[src/rtl/pattern_scan_ctrl.sv]
// Scan sequencer with an overlapping serial pattern detector and match counter.
// Optional bit-budget timeout is enabled by defining SCAN_TIMEOUT_EN.
module pattern_scan_ctrl #(
  parameter int PATTERN_W = 5,
  parameter int CNT_W     = 8,
  parameter int MAX_BITS  = 255
) (
  input  logic                 clk,
  input  logic                 rst,
  input  logic                 start,
  input  logic [PATTERN_W-1:0] pattern,
  input  logic [CNT_W-1:0]     match_limit,
  input  logic                 abort,
  input  logic                 bit_in,
  input  logic                 bit_valid,
  output logic                 busy,
  output logic                 done,
  output logic                 match,
  output logic [CNT_W-1:0]     match_count,
  output logic                 timeout
);

  localparam int FILL_W = $clog2(PATTERN_W + 1);

  typedef enum logic [1:0] {
    IDLE = 2'd0,
    SCAN = 2'd1,
    DONE = 2'd2
  } state_t;

  if (MAX_BITS < PATTERN_W) begin : g_cfg_check
    $error("pattern_scan_ctrl: MAX_BITS must be >= PATTERN_W");
  end

  state_t                 state_r;
  logic [PATTERN_W-1:0]   pattern_r;
  logic [CNT_W-1:0]       limit_r;
  logic [PATTERN_W-1:0]   history_r;
  logic [FILL_W-1:0]      fill_r;

  logic                   bit_acc_s;
  logic [PATTERN_W-1:0]   hist_next_s;
  logic [FILL_W-1:0]      fill_next_s;
  logic                   hit_s;
  logic [CNT_W-1:0]       cnt_next_s;
  logic                   limit_hit_s;
  logic                   budget_hit_s;

`ifdef SCAN_TIMEOUT_EN
  localparam int BCNT_W = $clog2(MAX_BITS + 1);
  logic [BCNT_W-1:0] bit_cnt_r;

  // Accepted-bit counter, cleared on every accepted start.
  always_ff @(posedge clk or posedge rst) begin
    if (rst) begin
      bit_cnt_r <= '0;
    end else if (state_r == IDLE && start) begin
      bit_cnt_r <= '0;
    end else if (bit_acc_s && !abort) begin
      bit_cnt_r <= bit_cnt_r + BCNT_W'(1);
    end
  end

  // Budget exhausted when the bit taken on this edge is the MAX_BITS-th one.
  always_comb begin
    budget_hit_s = bit_acc_s && ((bit_cnt_r + BCNT_W'(1)) == BCNT_W'(MAX_BITS));
  end
`else
  // Without the timeout feature, scans never end on a bit budget.
  always_comb begin
    budget_hit_s = 1'b0;
  end
`endif

  // Next-value logic for the detector and the match counter.
  always_comb begin
    bit_acc_s   = (state_r == SCAN) && bit_valid;
    hist_next_s = {history_r[PATTERN_W-2:0], bit_in};
    fill_next_s = (fill_r == FILL_W'(PATTERN_W)) ? fill_r : fill_r + FILL_W'(1);
    hit_s       = bit_acc_s && (fill_next_s == FILL_W'(PATTERN_W)) && (hist_next_s == pattern_r);
    cnt_next_s  = (&match_count) ? match_count : match_count + CNT_W'(1);
    limit_hit_s = hit_s && (limit_r != '0) && (cnt_next_s == limit_r);
  end

  // Control FSM with registered outputs.
  always_ff @(posedge clk or posedge rst) begin
    if (rst) begin
      state_r     <= IDLE;
      pattern_r   <= '0;
      limit_r     <= '0;
      history_r   <= '0;
      fill_r      <= '0;
      busy        <= 1'b0;
      done        <= 1'b0;
      match       <= 1'b0;
      match_count <= '0;
      timeout     <= 1'b0;
    end else begin
      match <= 1'b0;
      done  <= 1'b0;
      case (state_r)
        IDLE: begin
          if (start) begin
            state_r     <= SCAN;
            busy        <= 1'b1;
            pattern_r   <= pattern;
            limit_r     <= match_limit;
            history_r   <= '0;
            fill_r      <= '0;
            match_count <= '0;
            timeout     <= 1'b0;
          end
        end
        SCAN: begin
          // Abort wins over everything, including a match completed this cycle.
          if (abort) begin
            state_r <= IDLE;
            busy    <= 1'b0;
          end else begin
            if (bit_acc_s) begin
              history_r <= hist_next_s;
              fill_r    <= fill_next_s;
            end
            if (hit_s) begin
              match       <= 1'b1;
              match_count <= cnt_next_s;
            end
            if (limit_hit_s) begin
              state_r <= DONE;
              busy    <= 1'b0;
              done    <= 1'b1;
              timeout <= 1'b0;
            end else if (budget_hit_s) begin
              state_r <= DONE;
              busy    <= 1'b0;
              done    <= 1'b1;
              timeout <= 1'b1;
            end
          end
        end
        DONE: begin
          state_r <= IDLE;
        end
        default: begin
          state_r <= IDLE;
          busy    <= 1'b0;
        end
      endcase
    end
  end

endmodule
[config.mk]
export PLATFORM = sky130hd
export DESIGN_NAME = pattern_scan_ctrl
export DESIGN_NICKNAME = d
export VERILOG_FILES = /design/src/rtl/pattern_scan_ctrl.sv
export SDC_FILE = /design/constraint.sdc
export NUM_CORES = 1
export LEC_CHECK = 0
export CORE_MARGIN = 2
export CORE_UTILIZATION = 38
export DETAILED_ROUTE_END_ITERATION = 6
export PLACE_DENSITY = 0.68
export RECOVER_POWER = 100
export SLEW_MARGIN = 20
export SYNTH_ARGS = -nofsm -noshare
export SYNTH_HDL_FRONTEND = slang
export SYNTH_SLANG_ARGS = --single-unit
[constraint.sdc]
create_clock -name clk -period 4 [get_ports clk]
set_input_delay 1.2 -clock clk [delete_from_list [all_inputs] [get_ports clk]]
set_output_delay 1.2 -clock clk [all_outputs]
set_load 0.005 [all_outputs]
==> results.sh, run 1 <==
export IMPL_status="finished with violations"
export IMPL_violations="max-capacitance violations, max-slew violations"
export IMPL_ys_ff_latch=33
export IMPL_synth_nets=228
export IMPL_die_height_um=76.22
export IMPL_hp_class="flip-flop to flip-flop"
export IMPL_antennaDiodeCount=0
export IMPL_clock_skew_ps=6.153
export IMPL_nets=257
export IMPL_clock_sinks=33
export IMPL_p_per_area_nw_per_um2=364.5
export IMPL_ys_types=58
export IMPL_r2r_slack_ps=1340
export IMPL_p_leak_nw=0.9881
export IMPL_numCtsBuffers=5
export IMPL_busiest_layer="met2"
export IMPL_via_count=1693
export IMPL_grtUsageMet2_pct=24.87
export IMPL_gp_congestion=0.9227
export IMPL_drc=0
export IMPL_vias_per_cell=5.533
export IMPL_design_die_area_um2=5809
export IMPL_period_needed_ps=2986
export IMPL_tns_ps=0
export IMPL_vdd_drop_max_v=0.0001871
export IMPL_slew_headroom_pct=-13.24
export IMPL_cp_max_fo=6
export IMPL_first_iter_violations=187
export IMPL_worstPathRequired_ps=4210
export IMPL_netlist_instances=206
export IMPL_antenna_found_initial=0
export IMPL_cts_tree="built"
export IMPL_area_delta_synth_final_pct=20.52
export IMPL_synth_edf_count=0
export IMPL_use_met3_pct=3.081
export IMPL_setup_ws_ps=1014
export IMPL_drv_slew=34
export IMPL_clock_fmax_mhz=334.9
export IMPL_grt_max_degree=34
export IMPL_drtAntennaViolNets=0
export IMPL_ios=31
export IMPL_final_util_pct=47.07
export IMPL_start_kind="input port"
export IMPL_r2r_cells=7
export IMPL_worst_endpoint_arrival_ps=3200
export IMPL_hold_viol=0
export IMPL_endpoint_kind="flip-flop"
export IMPL_port_buffers=29
export IMPL_h_tree_depth=2
export IMPL_period_share_pct=74.65
export IMPL_holdBufCountCts=0
export IMPL_syn_area_um2=1982
export IMPL_ys_flop_type="dfrtp_1"
export IMPL_synthArstFlopShare_pct=100.0
export IMPL_core_um2=5075
export IMPL_fin_cells=306
export IMPL_hold_depth=1
export IMPL_rr_startpoint="match_count[1]"
export IMPL_post_place_ws_ps=985.4
export IMPL_ys_seq_area_share_pct=41.67
export IMPL_dp_hpwl_mm=3.326
export IMPL_finalSetupViolCount=0
export IMPL_regArea_um2=825.8
export IMPL_min_from="limit_r[6]"
export IMPL_ys_warnings_count=0
export IMPL_initial_core_util_pct=39.05
export IMPL_dp_cells=298
export IMPL_overflow=0
export IMPL_die_x_um=76.22
export IMPL_drt_first_pass_iters=4
export IMPL_clk_latency_ps=290
export IMPL_drive_gt1_share_pct=12.29
export IMPL_power_mw=0.8705
export IMPL_clk_path_buf_depth=2
export IMPL_wl_mm=4.537
export IMPL_nFillCells=529
export IMPL_r2r_end="busy"
export IMPL_grt_pass1_wl_mm=7.824
export IMPL_post_cts_setup_buffers=0
export IMPL_grt_pass1_vias=1570
export IMPL_cts_resized_gates=0
export IMPL_hold_path_endpoint="limit_r[6]"
export IMPL_use_met1_pct=24.18
export IMPL_multi_input_area_um2=1055
export IMPL_rows=26
export IMPL_clockRootBuffer="clkbuf_8"
export IMPL_critPathKind="input port to flip-flop"
export IMPL_post_drt_wl_per_cell_um=14.83
export IMPL_gr_usage_all_layers_pct=16.54
export IMPL_rsz0062_at_grt="false"
export IMPL_cap_violations=1
export IMPL_worstMarginPinSlew_ps=1699
export IMPL_syn_avg_cell_area_um2=9.621
export IMPL_path_clk_slew_ps=70
-- metal layers --
metal / up-vias / routed length (um) / share of wire, %
li1: 807 / - / -
met3: 7 / 314 / 6.9
met2: 68 / 2069 / 46
met5: - / 0 / 0
met1: 811 / 2068 / 46
met4: 0 / 85 / 1.9
-- how the worst max path moves through the flow --
stage,from,end,slack [ps],cells after the start
6_report,bit_valid,match_count[4],1010,9
5_1_grt,rst,match_count[4],670,3
4_1_cts,bit_valid,match_count[4],1280,9
3_5_place_dp,bit_valid,match_count[5],990,9
3_3_place_gp,bit_valid,match_count[4],1040,9
2_1_floorplan,bit_valid,match_count[4],1620,9
-- Yosys cell counts (2+ instances only) --
| cell type | instances | area (um2) |
|---|---|---|
| a21o_1 | 2 | 15.01 |
| a21oi_1 | 13 | 65.06 |
| a21oi_2 | 2 | 17.52 |
| a22o_1 | 5 | 43.79 |
| a31oi_1 | 2 | 12.51 |
| and2_1 | 2 | 12.51 |
| and4_1 | 2 | 17.52 |
| buf_2 | 5 | 25.02 |
| buf_4 | 2 | 15.01 |
| dfrtp_1 | 33 | 825.8 |
| ha_1 | 3 | 37.54 |
| inv_1 | 6 | 22.52 |
| mux2_2 | 12 | 135.1 |
| nand2_1 | 16 | 60.06 |
| nand2b_1 | 6 | 37.54 |
| nand3_1 | 4 | 20.02 |
| nand3b_1 | 3 | 22.52 |
| nand4_1 | 4 | 25.02 |
| nor2_1 | 19 | 71.32 |
| nor2b_1 | 6 | 37.54 |
| nor3_1 | 3 | 15.01 |
| nor4_1 | 3 | 18.77 |
| o21ai_0 | 10 | 50.05 |
| o21ai_1 | 2 | 10.01 |
| o22ai_1 | 2 | 12.51 |
| xnor2_1 | 7 | 61.31 |
-- through the flow --
stage,area (um2),hold slack (ps)
floorplan,1982,494.9
global placement,2320,514.8
detailed placement,2320,523.9
CTS,2416,541.4
global route,2389,552.6
finish,2389,532.8
-- placed cells by master (no fill, tap or decap), types with 3 or more instances in the layout --
| master | netlist | final |
|---|---|---|
| nor2_1 | 19 | 19 |
| nand2b_1 | 6 | 6 |
| xnor2_1 | 7 | 7 |
| ha_1 | 3 | 3 |
| nor3_1 | 3 | 3 |
| a22o_1 | 5 | 5 |
| nand3_1 | 4 | 4 |
| nand2_1 | 16 | 16 |
| dfrtp_1 | 33 | 33 |
| clkbuf_8 | 0 | 6 |
| nand3b_1 | 3 | 3 |
| dlygate4sd3_1 | 0 | 14 |
| mux2_2 | 12 | 12 |
| nor4_1 | 3 | 4 |
| inv_1 | 6 | 7 |
| nor2b_1 | 6 | 6 |
| o21ai_0 | 10 | 10 |
| nand4_1 | 4 | 4 |
| clkdlybuf4s50_1 | 0 | 15 |
| a21oi_1 | 13 | 14 |
-- where the power goes --
group | internal, mW | total [mW] | switching [mW]
logic | 0.104 | 0.191 | 0.0870
clock network | 0.139 | 0.266 | 0.127
registers | 0.373 | 0.414 | 0.0410
total | 0.616 | 0.871 | 0.255
-- worst max-delay path: stages --
cell	delay, ps
dlygate4sd3_1	560
and3b_1	170
nand4_1	100
a211oi_1	290
nand2b_1	140
inv_1	160
or2_0	280
a41oi_1	150
a21oi_1	140
-- cell type report --
type,instances,share of cell area (%)
Multi-Input combinational cell,157,44.16
Sequential cell,33,34.57
Timing Repair Buffer,31,12.47
Tap cell,70,3.667
Clock buffer,6,3.457
Inverter,7,1.100
Clock inverter,2,0.5762
-- registers in the layout (all words and copies together) (netlist names), 2 cells and up --
signal,cells
history_r,4
limit_r,8
fill_r,3
match_count,8
pattern_r,5
state_r,2
-- logic make-up after synthesis --
logic type / after synthesis / synth area share [%]
other: 1 / 0.1892
DFF: 33 / 41.67
adders and majority gates: 3 / 1.894
xor gates and xnor gates: 7 / 3.093
buffers and inverters: 16 / 4.103
AOI/OAI and AO/OA: 53 / 18.56
muxes: 13 / 7.323
and+or+nand+nor: 80 / 23.17
(Power assumes the default switching activity.)
==> run 2: changes to the inputs <==
--- a/config.mk
+++ b/config.mk
@@ -8,7 +8,7 @@
 export CORE_MARGIN = 2
 export CORE_UTILIZATION = 38
 export DETAILED_ROUTE_END_ITERATION = 6
-export PLACE_DENSITY = 0.68
+export PLACE_DENSITY = 0.7
 export RECOVER_POWER = 100
 export SLEW_MARGIN = 20
 export SYNTH_ARGS = -nofsm -noshare
==> constraint.sdc (replaced) <==
create_clock -name clk -period 2.5 [get_ports clk]
set_input_delay 0.75 -clock clk [delete_from_list [all_inputs] [get_ports clk]]
set_output_delay 0.75 -clock clk [all_outputs]
set_load 0.005 [all_outputs]
==> run 2 against run 1 <==
- the run now ends clean
- critical path depth is 8 lower
- count of clock-buffer cells in the layout is 1 lower
- global-route usage is 0.78 points higher
- worst setup slack worse by 800 ps
- sequential power is 61% higher
- die area stayed put
- design area is 4.6% higher
- wire length is 2.0% higher
- critical path type is now flip-flop to output pin
- largest power group unchanged
==> results.sh, run 2 (same netlist as run 1, synthesis figures left out) <==
export IMPL_final_common_cell="dfrtp_1"
export IMPL_port_buffers=29
export IMPL_power_mw=1.495
export IMPL_worst_endpoint_arrival_ps=1530
export IMPL_clock_skew_ps=8.301
export IMPL_cts_resized_gates=0
export IMPL_drv_slew=0
export IMPL_h_tree_depth=2
export IMPL_core_um2=5075
export IMPL_antenna_found_initial=0
export IMPL_first_iter_violations=192
export IMPL_cp_num_buf_inv=1
export IMPL_fin_cells=316
export IMPL_design_die_area_um2=5809
export IMPL_grt_max_degree=34
export IMPL_clk_path_buf_depth=2
export IMPL_worstPathRequired_ps=1750
export IMPL_endpoint_kind="output pin"
export IMPL_die_height_um=76.22
export IMPL_hold_viol=0
export IMPL_nFillCells=501
export IMPL_finalSetupViolCount=0
export IMPL_cpPeakStageDelay_ps=630
export IMPL_path_clk_slew_ps=80
export IMPL_top_regs="limit_r x8, match_count x8, pattern_r x5"
export IMPL_cts_tree="built"
export IMPL_start_kind="flip-flop"
export IMPL_post_place_ws_ps=-28.04
export IMPL_vias_per_cell=5.335
export IMPL_holdBufCountCts=0
export IMPL_initial_core_util_pct=39.05
export IMPL_final_util_pct=49.24
export IMPL_gr_usage_all_layers_pct=17.33
export IMPL_clk_latency_ps=290
export IMPL_rsz0062_at_grt="false"
export IMPL_dp_cells=308
export IMPL_nets=267
export IMPL_wl_mm=4.629
export IMPL_vdd_drop_max_v=0.0003255
export IMPL_status="finished, final reports clean"
export IMPL_drc=0
export IMPL_numCtsBuffers=5
export IMPL_crit_family="buffers and inverters"
export IMPL_clock_fmax_mhz=438.3
export IMPL_ios=31
export IMPL_slew_headroom_pct=35.13
export IMPL_post_drt_wl_per_cell_um=14.65
export IMPL_clock_sinks=33
export IMPL_period_needed_ps=2281
export IMPL_die_x_um=76.22
export IMPL_drt_first_pass_iters=4
export IMPL_overflow=0
export IMPL_hp_class="flip-flop to flip-flop"
export IMPL_gp_congestion=0.9012
export IMPL_tns_ps=0
export IMPL_grt_pass1_wl_mm=8.176
export IMPL_cp_cell_sequence="dlygate4sd3_1"
export IMPL_clockRootBuffer="clkbuf_8"
export IMPL_via_count=1686
export IMPL_cp_slowest_cell="dlygate4sd3_1"
export IMPL_area_delta_synth_final_pct=26.07
export IMPL_p_per_area_nw_per_um2=598.2
export IMPL_grt_pass1_vias=1717
export IMPL_antennaDiodeCount=0
export IMPL_p_leak_nw=1.036
export IMPL_cp_max_fo=12
export IMPL_worstMarginPinSlew_ps=971.0
export IMPL_post_cts_setup_buffers=0
export IMPL_final_cell_mix="33 x dfrtp_1, 19 x nor2_1, 18 x clkdlybuf4s50_1"
export IMPL_drtAntennaViolNets=0
export IMPL_cap_violations=0
export IMPL_rows=26
export IMPL_critPathKind="flip-flop to output pin"
export IMPL_setup_ws_ps=218.5
export IMPL_dp_hpwl_mm=3.491
export IMPL_drive_gt1_share_pct=16.67
export IMPL_period_share_pct=91.26
-- run 2: changes by cell type in the layout (fill, tap and decap cells not counted), sizes merged --
cell	before	now
buf	0	7
clkdlybuf4s50	15	18
dlygate4sd3	14	11
clkbuf	8	10
bufinv	0	1
clkinv	2	1
clkinvlp	0	1
-- run 2: report_power, final --
part,switching [mW],total [mW],internal (mW)
Sequential,0.0694,0.666,0.596
Clock,0.212,0.510,0.298
Combinational,0.145,0.319,0.174
Total,0.427,1.49,1.07
-- run 2: through the flow --
step,area [um2],hold slack (ps)
floorplan,1982,494.9
CTS,2522,535.0
finish,2499,533.7
global route,2499,563.3
detailed placement,2407,517.2
global placement,2407,509.1
-- run 2: worst paths after layout --
check | slack [ps] | from | cells past startpoint | end
max in group asynchronous | 830 | rst | 3 | match_count[0]
min in group asynchronous | 1150 | rst | 3 | history_r[3]
hold / removal | 530 | history_r[3] | 1 | history_r[3]
setup reg to reg | 290 | match_count[0] | 8 | busy
hold reg to reg | 530 | history_r[3] | 1 | history_r[3]
setup / recovery | 220 | match_count[5] | 1 | match_count[5]
-- run 2: area by class of cell --
cell class	count	area (um2)	area share (%)
multi-input combinational	157	1064	42.56
clock buffer	5	68.82	2.754
tap	70	87.58	3.505
sequential	33	825.8	33.05
clock inverter	3	46.29	1.853
inverter	7	26.28	1.052
timing repair buffer	41	380.4	15.22
-- run 2: per-layer routing --
| metal | global-route usage [%] | vias to the layer above | wire length, um |
|---|---|---|---|
| met1 | 22.82 | 790 | 2203 |
| met4 | 6.364 | 0 | 120 |
| met3 | 3.436 | 11 | 200 |
| met2 | 28.32 | 53 | 2105 |
| li1 | - | 832 | - |
| met5 | 0 | - | 0 |
==> run 3: changes to the inputs <==
--- a/config.mk
+++ b/config.mk
@@ -7,10 +7,11 @@
 export LEC_CHECK = 0
 export CORE_MARGIN = 2
 export CORE_UTILIZATION = 38
+export CTS_CLUSTER_DIAMETER = 150
 export DETAILED_ROUTE_END_ITERATION = 6
 export PLACE_DENSITY = 0.7
 export RECOVER_POWER = 100
-export SLEW_MARGIN = 20
+export SLEW_MARGIN = 15
 export SYNTH_ARGS = -nofsm -noshare
 export SYNTH_HDL_FRONTEND = slang
 export SYNTH_SLANG_ARGS = --single-unit
==> results of run 3 <==
The final DEF is identical to that of run 2; final timing and power are the same.
